`config.mk`:
```
export PLATFORM = sky130hd
export DESIGN_NAME = wb_spi_frame_master
export DESIGN_NICKNAME = d
export VERILOG_FILES = /design/src/rtl/raybox_spi_pkg.sv /design/src/rtl/spi_frame_shifter.sv /design/src/rtl/wb_spi_frame_master.sv
export SDC_FILE = /design/constraint.sdc
export NUM_CORES = 1
export LEC_CHECK = 0
export ABC_CLOCK_PERIOD_IN_PS = 2700
export CAP_MARGIN = 20
export CORE_MARGIN = 1.5
export CORE_UTILIZATION = 58
export DETAILED_ROUTE_END_ITERATION = 10
export PLACE_DENSITY = 0.8
export SLEW_MARGIN = 0
export SYNTH_ARGS = -nofsm -noshare
export SYNTH_HDL_FRONTEND = slang
export SYNTH_SLANG_ARGS = --single-unit
```
`constraint.sdc`:
```
create_clock -name wb_clk_i -period 2.7 [get_ports wb_clk_i]
set_input_delay 0.675 -clock wb_clk_i [delete_from_list [all_inputs] [get_ports wb_clk_i]]
set_output_delay 0.675 -clock wb_clk_i [all_outputs]
set_load 0.02 [all_outputs]
```
`src/rtl/raybox_spi_pkg.sv`:
```
// Shared definitions for the Wishbone SPI frame master: register offsets,
// CTRL/STATUS bit positions, shifter state encoding and a byte-lane merge helper.
package raybox_spi_pkg;

  localparam logic [4:0] OFF_CTRL   = 5'h00;
  localparam logic [4:0] OFF_STATUS = 5'h04;
  localparam logic [4:0] OFF_BUF    = 5'h10;

  localparam int CTRL_START     = 0;
  localparam int CTRL_TGT       = 1;
  localparam int CTRL_NBITS_LSB = 8;

  localparam int STATUS_BUSY = 0;
  localparam int STATUS_DONE = 1;

  typedef enum logic [1:0] {
    IDLE,
    SETUP,
    SHIFT,
    HOLD
  } spi_state_t;

  // Replace only the byte lanes whose select bit is set.
  function automatic logic [31:0] merge_bytes(input logic [31:0] old_word,
                                              input logic [31:0] new_word,
                                              input logic [3:0]  sel);
    logic [31:0] merged;
    merged = old_word;
    for (int b = 0; b < 4; b++) begin
      if (sel[b]) merged[8*b +: 8] = new_word[8*b +: 8];
    end
    return merged;
  endfunction

endpackage

```
`src/rtl/spi_frame_shifter.sv`:
```
// Emits one SPI mode-0 frame, MSB first, on either the register or vector channel.
// Holds the shadow shift register, the half-period/bit counters and the sticky done flag.
module spi_frame_shifter
  import raybox_spi_pkg::*;
#(
  parameter int MAX_BITS = 128,
  parameter int CLK_DIV  = 4
) (
  input  logic                clock,
  input  logic                reset,
  input  logic                load,
  input  logic                tgt,
  input  logic [7:0]          nbits_m1,
  input  logic [MAX_BITS-1:0] frame,
  input  logic                done_clr,
  output logic                busy,
  output logic                done,
  output logic                reg_csb,
  output logic                reg_sclk,
  output logic                reg_mosi,
  output logic                vec_csb,
  output logic                vec_sclk,
  output logic                vec_mosi
);

  localparam int DIV_W = (CLK_DIV > 1) ? $clog2(CLK_DIV) : 1;
  localparam int BIT_W = (MAX_BITS > 1) ? $clog2(MAX_BITS) : 1;
  localparam logic [DIV_W-1:0] DIV_LAST = DIV_W'(CLK_DIV - 1);
  localparam logic [BIT_W-1:0] BIT_MAX  = BIT_W'(MAX_BITS - 1);

  spi_state_t          state;
  logic [DIV_W-1:0]    div_cnt;
  logic [BIT_W-1:0]    bit_cnt;
  logic [BIT_W-1:0]    last_bit;
  logic                high_phase;
  logic [MAX_BITS-2:0] shadow;
  logic                tgt_q;
  logic                csb_q;
  logic                sclk_q;
  logic                mosi_q;

  // The bit on the wire lives in mosi_q; shadow holds only the bits still to come.
  always_ff @(posedge clock) begin
    if (reset) begin
      state      <= IDLE;
      div_cnt    <= '0;
      bit_cnt    <= '0;
      last_bit   <= '0;
      high_phase <= 1'b0;
      shadow     <= '0;
      tgt_q      <= 1'b0;
      csb_q      <= 1'b1;
      sclk_q     <= 1'b0;
      mosi_q     <= 1'b0;
      busy       <= 1'b0;
      done       <= 1'b0;
    end else begin
      if (done_clr) done <= 1'b0;
      case (state)
        IDLE: begin
          if (load) begin
            shadow     <= frame[MAX_BITS-2:0];
            mosi_q     <= frame[MAX_BITS-1];
            tgt_q      <= tgt;
            last_bit   <= (32'(nbits_m1) >= MAX_BITS - 1) ? BIT_MAX : BIT_W'(nbits_m1);
            div_cnt    <= '0;
            bit_cnt    <= '0;
            high_phase <= 1'b0;
            csb_q      <= 1'b0;
            sclk_q     <= 1'b0;
            busy       <= 1'b1;
            done       <= 1'b0;
            state      <= SETUP;
          end
        end
        SETUP: begin
          if (div_cnt == DIV_LAST) begin
            div_cnt <= '0;
            state   <= SHIFT;
          end else begin
            div_cnt <= div_cnt + DIV_W'(1);
          end
        end
        SHIFT: begin
          if (div_cnt != DIV_LAST) begin
            div_cnt <= div_cnt + DIV_W'(1);
          end else begin
            div_cnt <= '0;
            if (!high_phase) begin
              high_phase <= 1'b1;
              sclk_q     <= 1'b1;
            end else begin
              high_phase <= 1'b0;
              sclk_q     <= 1'b0;
              if (bit_cnt == last_bit) begin
                mosi_q <= 1'b0;
                state  <= HOLD;
              end else begin
                bit_cnt <= bit_cnt + BIT_W'(1);
                mosi_q  <= shadow[MAX_BITS-2];
                shadow  <= {shadow[MAX_BITS-3:0], 1'b0};
              end
            end
          end
        end
        HOLD: begin
          if (div_cnt == DIV_LAST) begin
            div_cnt <= '0;
            csb_q   <= 1'b1;
            busy    <= 1'b0;
            done    <= 1'b1;
            state   <= IDLE;
          end else begin
            div_cnt <= div_cnt + DIV_W'(1);
          end
        end
        default: state <= IDLE;
      endcase
    end
  end

  // tgt_q only changes while idle, when csb/sclk/mosi are already at idle levels.
  assign reg_csb  = tgt_q ? 1'b1 : csb_q;
  assign reg_sclk = tgt_q ? 1'b0 : sclk_q;
  assign reg_mosi = tgt_q ? 1'b0 : mosi_q;
  assign vec_csb  = tgt_q ? csb_q  : 1'b1;
  assign vec_sclk = tgt_q ? sclk_q : 1'b0;
  assign vec_mosi = tgt_q ? mosi_q : 1'b0;

endmodule

```
`src/rtl/wb_spi_frame_master.sv`:
```
// Wishbone slave letting the management CPU load a frame buffer and fire one SPI
// frame at the raybox-zero register or vector SPI port.
module wb_spi_frame_master
  import raybox_spi_pkg::*;
#(
  parameter logic [31:0] BASE_ADR = 32'h3000_0000,
  parameter int          MAX_BITS = 128,
  parameter int          CLK_DIV  = 4
) (
  input  logic        wb_clk_i,
  input  logic        wb_rst_i,
  input  logic        wbs_stb_i,
  input  logic        wbs_cyc_i,
  input  logic        wbs_we_i,
  input  logic [3:0]  wbs_sel_i,
  input  logic [31:0] wbs_adr_i,
  input  logic [31:0] wbs_dat_i,
  output logic        wbs_ack_o,
  output logic [31:0] wbs_dat_o,
  output logic        o_reg_csb,
  output logic        o_reg_sclk,
  output logic        o_reg_mosi,
  output logic        o_vec_csb,
  output logic        o_vec_sclk,
  output logic        o_vec_mosi,
  output logic        o_busy
);

  localparam int NWORDS = MAX_BITS / 32;

  logic [31:0]         frame_buf [NWORDS];
  logic [MAX_BITS-1:0] frame_flat;
  logic                ctrl_tgt;
  logic [7:0]          ctrl_nbits_m1;
  logic                load;
  logic                done_clr;
  logic                busy;
  logic                done;
  logic                req;
  logic                hit;
  logic [4:0]          offset;
  logic [31:0]         rd_data;
  logic                unused_adr_bits;

  assign req             = wbs_stb_i & wbs_cyc_i & ~wbs_ack_o;
  assign hit             = (wbs_adr_i[31:5] == BASE_ADR[31:5]);
  assign offset          = {wbs_adr_i[4:2], 2'b00};
  assign unused_adr_bits = ^wbs_adr_i[1:0];
  assign o_busy          = busy;

  // BUF[0] sits at the top so frame bit 0 is the MSB of the flattened vector.
  always_comb begin
    frame_flat = '0;
    for (int k = 0; k < NWORDS; k++) begin
      frame_flat[MAX_BITS-1-32*k -: 32] = frame_buf[k];
    end
  end

  always_comb begin
    rd_data = '0;
    if (hit) begin
      if (offset == OFF_CTRL) begin
        rd_data[CTRL_TGT]            = ctrl_tgt;
        rd_data[CTRL_NBITS_LSB +: 8] = ctrl_nbits_m1;
      end else if (offset == OFF_STATUS) begin
        rd_data[STATUS_BUSY] = busy;
        rd_data[STATUS_DONE] = done;
      end else begin
        for (int k = 0; k < NWORDS; k++) begin
          if (offset == OFF_BUF + 5'(4*k)) rd_data = frame_buf[k];
        end
      end
    end
  end

  // load and done_clr are registered pulses, so the frame starts the cycle after the ack.
  always_ff @(posedge wb_clk_i) begin
    if (wb_rst_i) begin
      wbs_ack_o     <= 1'b0;
      wbs_dat_o     <= '0;
      ctrl_tgt      <= 1'b0;
      ctrl_nbits_m1 <= '0;
      load          <= 1'b0;
      done_clr      <= 1'b0;
      for (int k = 0; k < NWORDS; k++) frame_buf[k] <= '0;
    end else begin
      wbs_ack_o <= req;
      wbs_dat_o <= '0;
      load      <= 1'b0;
      done_clr  <= 1'b0;
      if (req) begin
        if (!wbs_we_i) begin
          wbs_dat_o <= rd_data;
        end else if (hit) begin
          if (offset == OFF_CTRL) begin
            if (wbs_sel_i[0]) ctrl_tgt <= wbs_dat_i[CTRL_TGT];
            if (wbs_sel_i[1]) ctrl_nbits_m1 <= wbs_dat_i[CTRL_NBITS_LSB +: 8];
            if (wbs_sel_i[0] && wbs_dat_i[CTRL_START] && !busy && !load) load <= 1'b1;
          end else if (offset == OFF_STATUS) begin
            if (wbs_sel_i[0] && wbs_dat_i[STATUS_DONE]) done_clr <= 1'b1;
          end
          for (int k = 0; k < NWORDS; k++) begin
            if (offset == OFF_BUF + 5'(4*k))
              frame_buf[k] <= merge_bytes(frame_buf[k], wbs_dat_i, wbs_sel_i);
          end
        end
      end
    end
  end

  spi_frame_shifter #(
    .MAX_BITS (MAX_BITS),
    .CLK_DIV  (CLK_DIV)
  ) u_shifter (
    .clock    (wb_clk_i),
    .reset    (wb_rst_i),
    .load     (load),
    .tgt      (ctrl_tgt),
    .nbits_m1 (ctrl_nbits_m1),
    .frame    (frame_flat),
    .done_clr (done_clr),
    .busy     (busy),
    .done     (done),
    .reg_csb  (o_reg_csb),
    .reg_sclk (o_reg_sclk),
    .reg_mosi (o_reg_mosi),
    .vec_csb  (o_vec_csb),
    .vec_sclk (o_vec_sclk),
    .vec_mosi (o_vec_mosi)
  );

endmodule
```
==> impl_metrics.py, run 1 <==
metrics = {
    "logic_synthesis": {
        "synth_edf_count": 128,
        "synth_cell_types": 49,
        "synth-seq-area-share": 0.5546,
        "yosys_warnings": 0,
        "ys_seq_elements": 323,
        "synthArstFlopShare": 0,
        "synth_top_flop_cell": "dfxtp_1",
        "syn-cell-area_mm2": 0.01397,
        "syn_nets": 1338,
        "synth_cells": 1258,
        "synth_area_leaders": "dfxtp_1 28%, edfxtp_1 28%, mux2i_1 9.8%",
        "syn_avg_cell_area_um2": 11.10,
        "netlist.area_leader.share": 0.2795,
        "synth_top_area_cell": "dfxtp_1",
        "yosys-top-cells-count": "304 x nor2_1, 195 x dfxtp_1, 137 x mux2i_1",
        "yosysMostFrequentCell": "nor2_1",
    },
    "worst_setup_path": {
        "cp_top_family": "simple AND/OR/NAND/NOR gates",
        "crit_slowest_cell": "clkdlybuf4s50_1",
        "end_kind": "flop",
        "r2r-end": "u_shifter.shadow[122]$_SDFFE_PP0P_",
        "cp_common_cell": "buf_4",
        "worstPathRequired_ps": 2910,
        "critPathBufInv": 3,
        "path_class": "in -> reg",
        "worstSetupStartpointType": "input pin",
        "crit_chain": "clkdlybuf4s50_1, nor4_1, nand4_1, nor2_1, buf_4, nand2_1, o21bai_1, buf_4",
        "cp.arrival_ps": 2640,
        "rr_startpoint": "u_shifter.state[1]$_SDFFE_PP0P_",
        "critPathMaxStageDelay_ps": 420,
        "ff2ff_path_depth": 8,
        "critPathMaxFanout": 9,
        "ff2ff_setup_slack_ps": 270,
    },
    "die": {
        "rows": 56,
        "die_area_mm2": 0.02502,
        "start_util": 0.5933,
        "io_pins": 113,
        "fp.dieH_um": 158.2,
        "coreArea_mm2": 0.02354,
        "die_x_um": 158.2,
    },
    "clock_tree": {
        "postCtsHoldBufs": 0,
        "clock_latency_ps": 510,
        "cts.sinks": 323,
        "clockRootBuffer": "clkbuf_16",
        "cts_tree": "yes",
        "cts_setup_buffers": 0,
        "cts_buffers": 34,
        "cts_buffer_depth": 3,
        "htreeDepth": 2,
        "path_clk_slew_ps": 60,
        "post_cts_resized": 0,
    },
    "grt": {
        "antenna_found_initial": 0,
        "grt_pass1_wl_mm": 53.72,
        "grt_pass1_vias": 10180,
        "overflow": 0,
        "grtUsageTotal": 0.2781,
        "grt_max_degree": 95,
    },
    "drt": {
        "drt-total-wl_mm": 33.82,
        "vias": 10130,
        "first_pass_iters": 5,
        "ant_nets": 0,
        "drt_iter0_markers": 758,
        "wl_per_cell_um": 19.73,
        "drc": 0,
        "via_per_inst": 5.912,
    },
    "placed_design": {
        "io_buffer_count": 110,
        "dpl-instance-area_mm2": 0.01563,
        "place_ws_ps": -170.0,
        "gp_congestion": 0.8293,
        "dpl.hpwl_mm": 21.81,
    },
    "flow_run": {
        "cap_violations": 0,
    },
    "sta": {
        "hold_viol_final": 0,
        "fin_worst_skew_ps": 11.07,
        "tightest_slew_ps": 705.4,
        "setup_viol": 0,
        "min_period_ps": 2429,
        "setup_slack_ps": 271.1,
        "rsz0062_at_grt": "false",
        "slew_violations": 0,
        "hold_slack_ps": 499.1,
        "slew_headroom": 0.5298,
        "period_share": 0.8996,
        "fmax_mhz": 411.7,
    },
    "layout": {
        "final_nets": 1449,
        "finalInstanceArea_mm2": 0.01682,
        "finalCoreUtilization": 0.7144,
        "drive_above_1_share": 0.1642,
        "syn2layout_area_growth_pct": 20.40,
        "diodes": 0,
    },
    "hold_path": {
        "min_to": "u_shifter.shadow[18]$_SDFFE_PP0P_",
        "hold_start": "u_shifter.shadow[18]$_SDFFE_PP0P_",
        "hp-class": "reg -> reg",
        "hold_path_depth": 2,
    },
    "power": {
        "peakVddDrop_v": 0.0004498,
        "cellPowerDensity_mw_per_mm2": 654.3,
        "p_leak_uw": 0.005217,
        "finalPower_uw": 11000,
    },
    "outcome": {
        "status": "complete, no violations",
    },
}
==> placed cells by master (no fill, tap or decap), types with 5 or more instances in the layout <==
| master | netlist | layout |
|---|---|---|
| nor2_1 | 304 | 303 |
| dfxtp_1 | 195 | 195 |
| mux2i_1 | 137 | 137 |
| edfxtp_1 | 128 | 128 |
| clkdlybuf4s50_1 | 0 | 109 |
| a211oi_1 | 74 | 74 |
| a211oi_2 | 60 | 60 |
| buf_4 | 0 | 58 |
| a22oi_1 | 54 | 54 |
| nand2_1 | 51 | 51 |
| clkbuf_16 | 0 | 38 |
| a21oi_2 | 20 | 20 |
| o21bai_1 | 17 | 17 |
| a21oi_1 | 15 | 15 |
| mux4_2 | 11 | 11 |
| o21ai_0 | 9 | 9 |
| clkbuf_1 | 68 | 9 |
| nor2b_1 | 9 | 8 |
| buf_12 | 0 | 8 |
| ha_1 | 7 | 6 |
| clkinv_2 | 0 | 6 |
| nor4_1 | 5 | 5 |
| and2_1 | 5 | 5 |
| nor3_1 | 5 | 5 |
==> tightest hold or removal path, cell delays in order (launching register included) <==
cell	delay (ps)
dfxtp_1	310
nor2_1	90
a211oi_1	50
==> flip-flops by register name, summed over array words and instances (netlist names) <==
signal	count
u_shifter.done	1
wbs_dat_o	32
u_shifter.shadow	127
done_clr	1
u_shifter.bit_cnt	7
ctrl_tgt	1
ctrl_nbits_m1	8
frame_buf	128
u_shifter.div_cnt	2
u_shifter.high_phase	1
u_shifter.busy	1
load	1
u_shifter.mosi_q	1
u_shifter.state	2
u_shifter.last_bit	7
wbs_ack_o	1
u_shifter.csb_q	1
u_shifter.tgt_q	1
==> where the power goes <==
group / leakage (uW) / internal, uW / switching, uW / total, uW
Clock: 0.000589 / 3050 / 1870 / 4920
Sequential: 0.00286 / 5160 / 77.3 / 5240
Combinational: 0.00176 / 362 / 483 / 844
==> per-stage QoR <==
step | std cells | TNS [ps]
after floorplan | 1258 | 0
after global placement | 1652 | -12560
after detailed placement | 1652 | -16030
after CTS | 1714 | 0
after global routing | 1714 | 0
final | 1714 | 0
==> routing by layer <==
layer | share of wire | GRT usage | wire (um) | vias to the layer above
met5 | 0 | 0 | 0 | -
met3 | 0.059 | 0.04544 | 1997 | 86
met4 | 0.033 | 0.1202 | 1132 | 0
met1 | 0.41 | 0.3511 | 13780 | 4923
met2 | 0.50 | 0.4724 | 16910 | 347
li1 | - | - | - | 4777
==> how the worst max path moves through the flow <==
stage,startpoint,to,cells after the start
floorplan,wbs_adr_i[20],frame_buf[0][16]$_SDFFCE_PN0P_,5
global placement,wbs_adr_i[6],frame_buf[3][2]$_SDFFCE_PN0P_,8
detailed placement,wbs_adr_i[6],frame_buf[3][5]$_SDFFCE_PN0P_,8
CTS,u_shifter.state[1]$_SDFFE_PP0P_,u_shifter.shadow[122]$_SDFFE_PP0P_,8
global route,wbs_adr_i[20],frame_buf[2][6]$_SDFFCE_PN0P_,8
finish,wbs_adr_i[20],frame_buf[2][6]$_SDFFCE_PN0P_,8
==> cells by family after synthesis <==
group                    Yosys count  share of synthesized area
flip-flops                       323                     0.5546
AO/OA/AOI/OAI                    257                     0.1576
adder cells (fa/ha/maj)            7                   0.006270
multiplexers                     149                     0.1167
XOR/XNOR                           7                   0.004389
AND/OR/NAND/NOR                  411                     0.1259
buffers and inverters            104                    0.03449
==> layout make-up <==
| class | instances | area, um^2 |
|---|---|---|
| Sequential cell | 323 | 7747 |
| Fill cell | 1677 | 6724 |
| Clock inverter | 11 | 153.9 |
| Inverter | 3 | 11.26 |
| Multi-Input combinational cell | 831 | 5769 |
| Timing Repair Buffer | 176 | 1698 |
| Tap cell | 319 | 399.1 |
| Clock buffer | 51 | 1040 |
No activity file was read; power rests on OpenSTA's default activity.
==> run 2, diff against run 1 <==
ABC_CLOCK_PERIOD_IN_PS = 2840   (was 2700)
CORE_UTILIZATION = 63   (was 58)
PLACE_DENSITY = 0.85   (was 0.8)
SYNTH_HIERARCHICAL = 1   (was unset)
clock period = 2.84 ns   (was 2.7 ns; I/O delays follow)
==> run 2 against run 1 <==
- clock skew increased by 3.5 ps
- utilization increased by 4.9 points
- via count increased by 1.2%
- area after synthesis increased by 4.5%
- critical path type unchanged
- largest power group unchanged
==> impl_metrics.py, run 2 <==
metrics = {
    "clock_tree": {
        "postCtsHoldBufs": 0,
        "clock_latency_ps": 510,
        "htreeDepth": 2,
        "cts_tree": "yes",
        "clockRootBuffer": "clkbuf_16",
        "cts.sinks": 323,
        "path_clk_slew_ps": 60,
        "post_cts_resized": 0,
        "cts_buffer_depth": 3,
        "cts_buffers": 35,
        "cts_setup_buffers": 0,
    },
    "drt": {
        "wl_per_cell_um": 19.65,
        "drt-total-wl_mm": 33.19,
        "drc": 0,
        "first_pass_iters": 5,
        "vias": 10250,
        "ant_nets": 0,
        "drt_iter0_markers": 857,
        "via_per_inst": 6.071,
    },
    "grt": {
        "overflow": 0,
        "grt_pass1_vias": 10350,
        "grt_max_degree": 112,
        "grt_pass1_wl_mm": 53.03,
        "grtUsageTotal": 0.2770,
        "antenna_found_initial": 0,
    },
    "flow_run": {
        "cap_violations": 0,
    },
    "die": {
        "start_util": 0.6429,
        "io_pins": 113,
        "coreArea_mm2": 0.02271,
        "die_x_um": 155.2,
        "die_area_mm2": 0.02410,
        "rows": 55,
        "fp.dieH_um": 155.2,
    },
    "hold_path": {
        "hold_path_depth": 2,
        "hold_start": "u_shifter/shadow[0]$_SDFFE_PP0P_",
        "min_to": "u_shifter/shadow[0]$_SDFFE_PP0P_",
        "hp-class": "reg -> reg",
    },
    "sta": {
        "slew_headroom": 0.4209,
        "setup_slack_ps": 228.5,
        "slew_violations": 0,
        "tightest_slew_ps": 868.6,
        "min_period_ps": 2611,
        "fin_worst_skew_ps": 14.56,
        "rsz0062_at_grt": "false",
        "period_share": 0.9195,
        "setup_viol": 0,
        "hold_viol_final": 0,
        "fmax_mhz": 382.9,
    },
    "power": {
        "finalPower_uw": 9999,
        "comb_power_share": 0.074,
        "power_frac_seq": 0.495,
        "p_sw_frac": 0.2254,
        "clkPwrFrac": 0.431,
        "switching_power_uw": 2254,
        "p_int_uw": 7745,
        "cellPowerDensity_mw_per_mm2": 577.0,
        "p_leak_uw": 0.005683,
        "peakVddDrop_v": 0.0006709,
    },
    "worst_setup_path": {
        "ff2ff_path_depth": 9,
        "critPathMaxFanout": 8,
        "worstPathRequired_ps": 3050,
        "ff2ff_setup_slack_ps": 390,
        "r2r-end": "u_shifter/shadow[30]$_SDFFE_PP0P_",
        "rr_startpoint": "u_shifter/state[1]$_SDFFE_PP0P_",
        "path_class": "in -> reg",
        "cp.arrival_ps": 2820,
        "worstSetupStartpointType": "input pin",
        "end_kind": "flop",
    },
    "logic_synthesis": {
        "synth_cells": 1268,
        "synth_cell_types": 51,
        "synth_edf_count": 128,
        "ys_seq_elements": 323,
        "syn-cell-area_mm2": 0.01460,
        "synth_area_leaders": "dfxtp_1 27%, edfxtp_1 26%, mux2i_1 11%",
        "syn_avg_cell_area_um2": 11.51,
        "synth-seq-area-share": 0.5306,
        "netlist.area_leader.share": 0.2674,
        "syn_nets": 1348,
        "yosys_warnings": 6,
        "synthArstFlopShare": 0,
        "synth_top_flop_cell": "dfxtp_1",
        "yosysMostFrequentCell": "nor2_1",
        "yosys-top-cells-count": "274 x nor2_1, 195 x dfxtp_1, 155 x mux2i_1",
        "synth_top_area_cell": "dfxtp_1",
    },
    "layout": {
        "largestRegisters": "frame_buf: 128 flops, u_shifter/shadow: 127 flops, wbs_dat_o: 32 flops",
        "finalCoreUtilization": 0.7631,
        "top_register": "frame_buf",
        "final_nets": 1459,
        "diodes": 0,
        "largest_reg_flops": 128,
        "syn2layout_area_growth_pct": 18.69,
        "final_common_cell": "nor2_1",
        "final_cell_mix": "274 x nor2_1, 195 x dfxtp_1, 155 x mux2i_1",
        "drive_above_1_share": 0.1880,
        "finalInstanceArea_mm2": 0.01733,
        "instances_no_fill": 1689,
    },
    "placed_design": {
        "place_ws_ps": -272.3,
        "dp.cells": 1627,
        "dpl.hpwl_mm": 21.67,
        "io_buffer_count": 110,
        "dpl-instance-area_mm2": 0.01624,
        "gp_congestion": 0.8237,
    },
    "outcome": {
        "status": "complete, no violations",
    },
}
run 2: routing by layer:
metal	routed length, um	vias up	track usage
li1	-	4807	-
met1	13930	5021	0.3619
met2	16660	346	0.4770
met3	1660	80	0.03315
met4	940	0	0.1029
met5	0	-	0
run 2: power by group through the flow:
stage	combinational, uW	sequential, uW	clock [uW]
2_1_floorplan	468	5030	0
3_3_place_gp	712	5040	0
3_5_place_dp	728	5050	0
4_1_cts	736	4950	4340
5_1_grt	796	4960	4530
6_report	741	4950	4310
run 2: stage by stage:
stage               setup TNS [ps]  hold WS [ps]
floorplan                   -10500         440.5
global placement            -27100         453.9
detailed placement          -32120         464.5
CTS                              0         473.2
global route                     0         496.0
finish                           0         476.8
run 2: worst max path at each step:
stage	cells after the start	to	startpoint	slack (ps)
2_1_floorplan	4	frame_buf[0][10]$_SDFFCE_PN0P_	wbs_adr_i[19]	-80
3_3_place_gp	8	frame_buf[0][28]$_SDFFCE_PN0P_	wbs_adr_i[19]	-240
3_5_place_dp	8	frame_buf[0][28]$_SDFFCE_PN0P_	wbs_adr_i[20]	-270
4_1_cts	8	frame_buf[0][25]$_SDFFCE_PN0P_	wbs_adr_i[19]	250
5_1_grt	8	frame_buf[2][30]$_SDFFCE_PN0P_	wbs_adr_i[19]	110
6_report	8	frame_buf[0][25]$_SDFFCE_PN0P_	wbs_adr_i[19]	230
run 2: worst max-delay path, stage by stage:
cell and delay (ps):
clkdlybuf4s50_1 390, or4_1 570, nor4_4 290, buf_4 180, nand3_1 110, buf_4 200
o21bai_1 150, buf_4 220
run 2: cells by family after synthesis:
family,after synthesis,share of synthesized area
and+or+nand+nor,451,0.1457
DFF,323,0.5306
AOI/OAI and AO/OA,195,0.1387
adders and majority gates,7,0.005999
muxes,178,0.1417
buffers and inverters,107,0.03299
xor gates and xnor gates,7,0.004199
run 2: final cells by class:
class / instances / area (um^2)
tap: 285 / 356.6
multi-input combinational: 838 / 6392
clock buffer: 52 / 1032
timing repair buffer: 173 / 1718
fill: 1394 / 5380
clock inverter: 10 / 52.55
sequential: 323 / 7747
inverter: 8 / 30.03
==> run 3, diff against run 2 <==
SLEW_MARGIN = unset   (was 0)
==> results of run 3 <==
Final layout, timing and power as in run 2 (identical DEF).
